===== src/rtl/inst_fetch.sv =====
// -----------------------------------------------------------------------------
// inst_fetch
//
// Instruction fetch stage for the lab MIPS CPU. Owns the program counter,
// drives the instruction ROM address combinationally and captures the
// returned word into the instruction register (IR) for decode.
//
// Each rising edge performs exactly one action, highest priority first:
//   reset    : pc <= RESET_PC, IR side cleared.
//   redirect : taken branch on a valid IR. pc <= branch target and the word
//              fetched at the old pc is squashed (one-cycle bubble).
//   hold     : stall, everything keeps its value.
//   load     : IR <= ROM word at pc, pc <= pc + 4, inst_count++.
//
// Ports
//   clk            system clock, rising-edge active
//   rst            synchronous, active-high reset
//   stall          hold pc, IR and counter this cycle
//   branch_taken   instruction in IR is a taken branch
//   branch_offset  signed word offset (imm field) of that branch
//   rom_addr       byte address to the instruction ROM (= pc)
//   rom_inst       word returned by the ROM for rom_addr
//   ir             registered instruction
//   ir_pc          byte address ir was fetched from
//   ir_valid       ir holds a real, non-squashed instruction
//   inst_count     instructions loaded into IR since reset, wraps mod 2^16
// -----------------------------------------------------------------------------
module inst_fetch #(
    parameter logic [31:0] RESET_PC = 32'h0000_0000
) (
    input  logic        clk,
    input  logic        rst,
    input  logic        stall,
    input  logic        branch_taken,
    input  logic [15:0] branch_offset,
    output logic [31:0] rom_addr,
    input  logic [31:0] rom_inst,
    output logic [31:0] ir,
    output logic [31:0] ir_pc,
    output logic        ir_valid,
    output logic [15:0] inst_count
);

    typedef enum logic [1:0] {
        ACT_RESET,
        ACT_REDIRECT,
        ACT_HOLD,
        ACT_LOAD
    } action_t;

    action_t     action;
    logic [31:0] pc;
    logic [31:0] branch_target;

    assign rom_addr = pc;

    // The branch is relative to the delay-free successor of the branch itself,
    // so the target is computed from ir_pc, not from the already-advanced pc.
    assign branch_target = ir_pc + 32'd4
                         + {{14{branch_offset[15]}}, branch_offset, 2'b00};

    // A branch_taken on a squashed/empty IR is meaningless and is ignored,
    // letting the cycle fall through to stall or normal fetch.
    always_comb begin
        // NOTE: a default assigned first in always_comb guarantees every path
        // drives action, so no latch can be inferred.
        action = ACT_LOAD;
        if (rst)
            action = ACT_RESET;
        else if (branch_taken && ir_valid)
            action = ACT_REDIRECT;
        else if (stall)
            action = ACT_HOLD;
    end

    // NOTE: state registers use non-blocking assignments so every register
    // samples the pre-edge values of the others (pc and ir_pc swap cleanly).
    always_ff @(posedge clk) begin
        unique case (action)
            ACT_RESET: begin
                pc         <= RESET_PC;
                ir         <= '0;
                ir_pc      <= '0;
                ir_valid   <= 1'b0;
                inst_count <= '0;
            end
            ACT_REDIRECT: begin
                // ir_pc and inst_count keep their values: a squash is not a load.
                pc       <= branch_target;
                ir       <= '0;
                ir_valid <= 1'b0;
            end
            ACT_HOLD: begin
                // Everything holds.
            end
            ACT_LOAD: begin
                ir         <= rom_inst;
                ir_pc      <= pc;
                ir_valid   <= 1'b1;
                pc         <= pc + 32'd4;
                inst_count <= inst_count + 16'd1;
            end
            default: begin
            end
        endcase
    end

endmodule


===== config.mk =====
export PLATFORM = sky130hd
export DESIGN_NAME = inst_fetch
export DESIGN_NICKNAME = d
export VERILOG_FILES = /design/src/rtl/inst_fetch.sv
export SDC_FILE = /design/constraint.sdc
export NUM_CORES = 1
export LEC_CHECK = 0
export ABC_AREA = 1
export BUFFER_PORTS_ARGS = -buffer_cell sky130_fd_sc_hd__buf_2
export CAP_MARGIN = 20
export CORE_UTILIZATION = 35
export CTS_BUF_LIST = sky130_fd_sc_hd__clkbuf_4 sky130_fd_sc_hd__clkbuf_8
export DETAILED_ROUTE_END_ITERATION = 8
export GPL_TIMING_DRIVEN = 0
export PLACE_DENSITY = 0.63
export SLEW_MARGIN = 20
export SYNTH_ARGS = -nofsm -noshare
export SYNTH_HDL_FRONTEND = slang
export SYNTH_SLANG_ARGS = --single-unit
export TNS_END_PERCENT = 1

===== constraint.sdc =====
create_clock -name clk -period 2.6 [get_ports clk]
set_input_delay 0.39 -clock clk [delete_from_list [all_inputs] [get_ports clk]]
set_output_delay 0.39 -clock clk [all_outputs]
set_load 0.01 [all_outputs]

==> summary.md <==
| Metric | Value |
|---|---|
| Status | complete, no violations |
| Worst R2R Setup Slack | around 0.14 ns |
| Number of port buffers | ~160 |
| Diodes inserted | 0 |
| Vias per inst | approximately 4.8 |
| WP buf/inv | 2 |
| Yosys cell types | 39 |
| CTS clk-pin slew, worst paths | 0.08 ns |
| Placed wire-length estimate | between 15000 and 20000 um |
| Area growth syn-to-layout | 20.68% |
| Wire length per cell | about 15 um |
| Core ar. | between 20000 and 25000 sq um |
| Final setup fails | 0 |
| Worst-Skew Late Latency | 0.44 ns |
| Cell taking the most area after synthesis | edfxtp_1 |
| Max-cap viol count | 0 |
| Die height | approximately 150 um |
| Final Core Density | approximately 44% |
| Gr usage total | between 20% and 30% |
| CP max stage delay | 0.43 ns |
| Iter 0 DRT Violations | 360 |
| Post-synth top area share | 42.45% |
| Pleak | 5.238 nW |
| First drt pass iteration count | 6 |
| Crit Path Max Fanout | 4 |
| Final hold vios | 0 |
| Data required time at the worst endpoint | between 2 and 3 ns |
| PwrDens | 601.5 nW/um^2 |
| Synth Warn # | 0 |
| Min cycle time layout | 2.463 ns |
| # DRC | 0 |
| Cell family with most CP delay | simple AND/OR/NAND/NOR gates |
| Hold worst-path end | ir[29] |
| Chain of cells forming the critical path | ha_4 > ha_4 > inv_1 > fa_2 > inv_1 > nand3_1 > nand3_2 > nand2_1 > nand2_2 > nand3_1 > nand3_1 > nand2_1 > nand3_2 > nand2_1 |
| H-tree levels | 4 |
| Starting Density | between 30% and 40% |
| Most common cell after layout, fill and taps aside | nand2_1 |
| Pin count of the biggest net entering global routing | just under 50 |
| Final period util | ~95% |
| Post-route ant nets | 0 |
| CTS Sinks | approximately 110 |
| Num ports | 165 |
| WS Path Type | reg -> reg |
| CP startpoint kind | register |
| Synthesized area | ~8000 sq um |
| Rows | 54 |
| Max-slew violations | 0 |
| Hold Crit Start | rom_inst[29] |
| Clock Tree Buf Depth | 2 |
| Arr. time, crit path | 2.65 ns |
| Vias in the first global route | slightly above 7000 |
| Critical path capture point type | register |
| Most frequent cells in the layout | nand2_1, inv_1, buf_2 |
| CTS tree | yes |
| Syn Nets | between 1000 and 1500 |
| Worst Hold Class | in -> reg |
| Worst vdd ir | between 0.0003 and 0.0004 V |
| Area of the die | 23440 sq um |
| Total global routing overflow | 0 |
| CTS buffer count | 17 |
| WHS | between 0.15 and 0.2 ns |
| Global-route wire length before repair | ~36000 um |
| Synth Instances | roughly 1100 |
| Share of cells above drive strength 1 | roughly a fifth |
| Chip width | 153.1 um |
| Fmax | ~410 MHz |
| Nets@finish | between 1000 and 1500 |
| Reg2reg path depth | 14 |
| Number of buffers inserted by hold repair at cts | 0 |
| #FFs+latches synth | 113 |
| Top cells by area, synth | edfxtp_1, nand2_1, ha_1, inv_1, nand3_1 |
| DR vias | approximately 7400 |
| Final Wtd Congestion | between 0.9 and 1 |
| Slew headroom | 53.62% |
| Drt total wl | around 23000 um |
| Root Buffer | clkbuf_8 |
| Setup TNS | 0 ns |
| Critical register-to-register path startpoint | ir_pc[3] |
| Sequential element share of the synthesized area | 42.45% |
| Slew @ Worst Pin | slightly below 0.7 ns |
| Crit-path slowest cell | edfxtp_1 |
| Filler cells | 2227 |
| Mapped Avg Cell Area | about 7.6 sq um |
| Hold path cells | 3 |
| Initial antenna violation count | 0 |
| Worst r2r dst | rom_addr[25] |
| Layout Skew | about 0.012 ns |
worst max path at each step:
stage                  from           end  slack (ns)  cells after the start
2_1_floorplan      ir_valid         ir[0]        0.07                      5
3_3_place_gp   branch_taken   rom_addr[9]       -0.71                      6
3_5_place_dp   branch_taken     ir_pc[20]       -0.41                      8
4_1_cts            ir_pc[3]  rom_addr[25]        0.02                     14
5_1_grt            ir_valid     ir_pc[20]       -0.01                      8
6_report           ir_pc[3]  rom_addr[25]        0.14                     14
power breakdown:
group | leakage, nW | internal [mW] | switching, mW
Clock | 0.178 | 0.854 | 0.822
Sequential | 1.21 | 2.26 | 0.213
Combinational | 3.85 | 0.581 | 1.07
Total | 5.24 | 3.70 | 2.10
flip-flops by register name (all words and copies together) (netlist names):
name / cells
ir: 32
ir_pc: 32
rom_addr: 32
inst_count: 16
ir_valid: 1
Yosys cell counts (all sizes together):
library cell,count
a31oi,2
buf,7
inv,210
xnor2,6
or2,3
a21o,1
ha,62
nor3,15
o21bai,1
and3,2
nor2,83
nor4,2
clkbuf,8
nand3,65
nand3b,9
a21oi,40
and2,1
nand4,12
edfxtp,113
fa,1
o21a,1
a22o,1
nand2,362
o22ai,6
xor2,7
o21ai,34
nor3b,1
clkinv,1
through the flow:
step                      instance area, sq um  power, mW  setup WS, ns  cells
after floorplan                           7993      3.495       0.07025   1056
after global placement                    9164      4.122       -0.7114   1500
after detailed placement                  9199      4.138       -0.4096   1501
after CTS                                 9594      5.830       0.01737   1533
after global routing                      9646      6.148      -0.01004   1533
final                                     9646      5.802        0.1367   1533
logic make-up (layout without fill, tap and decap cells):
kind of cell	after synthesis	in the layout	share of synthesized area (%)
adder cells (fa/ha/maj)	63	63	9.956
flip-flops	113	113	42.45
AO/OA/AOI/OAI	86	86	5.698
buffers and inverters	226	423	10.69
AND/OR/NAND/NOR	555	555	29.77
XOR/XNOR	13	13	1.425
worst reg2reg max path, delay by kind of cell (launching register included):
family / cells / cell delay [ns]
adders and majority gates: 3 / 0.80
buffers and inverters: 2 / 0.14
DFF: 1 / 0.43
and+or+nand+nor: 9 / 0.84
layout make-up:
| type | instances | area, sq um | area share [%] |
|---|---|---|---|
| Sequential cell | 113 | 3393 | 35.18 |
| Multi-Input combinational cell | 717 | 3816 | 39.56 |
| Clock buffer | 18 | 241.5 | 2.504 |
| Inverter | 211 | 794.5 | 8.237 |
| Timing Repair Buffer | 165 | 840.8 | 8.717 |
| Tap cell | 280 | 350.3 | 3.632 |
| Buffer | 15 | 67.56 | 0.7005 |
| Clock inverter | 14 | 141.4 | 1.466 |
routing by layer:
layer	GRT usage [%]	up-vias	routed length (um)
met5	0	-	0
met1	26.28	3374	10620
met3	4.366	31	1368
met4	6.109	0	425
li1	-	3738	-
met2	33.36	236	10660
what timing repair did:
action | 4_1_cts | 5_1_grt
setup endpoints to repair | 26 | 27
endpoints found under the hold margin | 0 | 0
pin swaps | 0 | 1
resized for setup | 5 | 13
setup buffers | 0 | 0
Power figures use the tool's default switching activity.
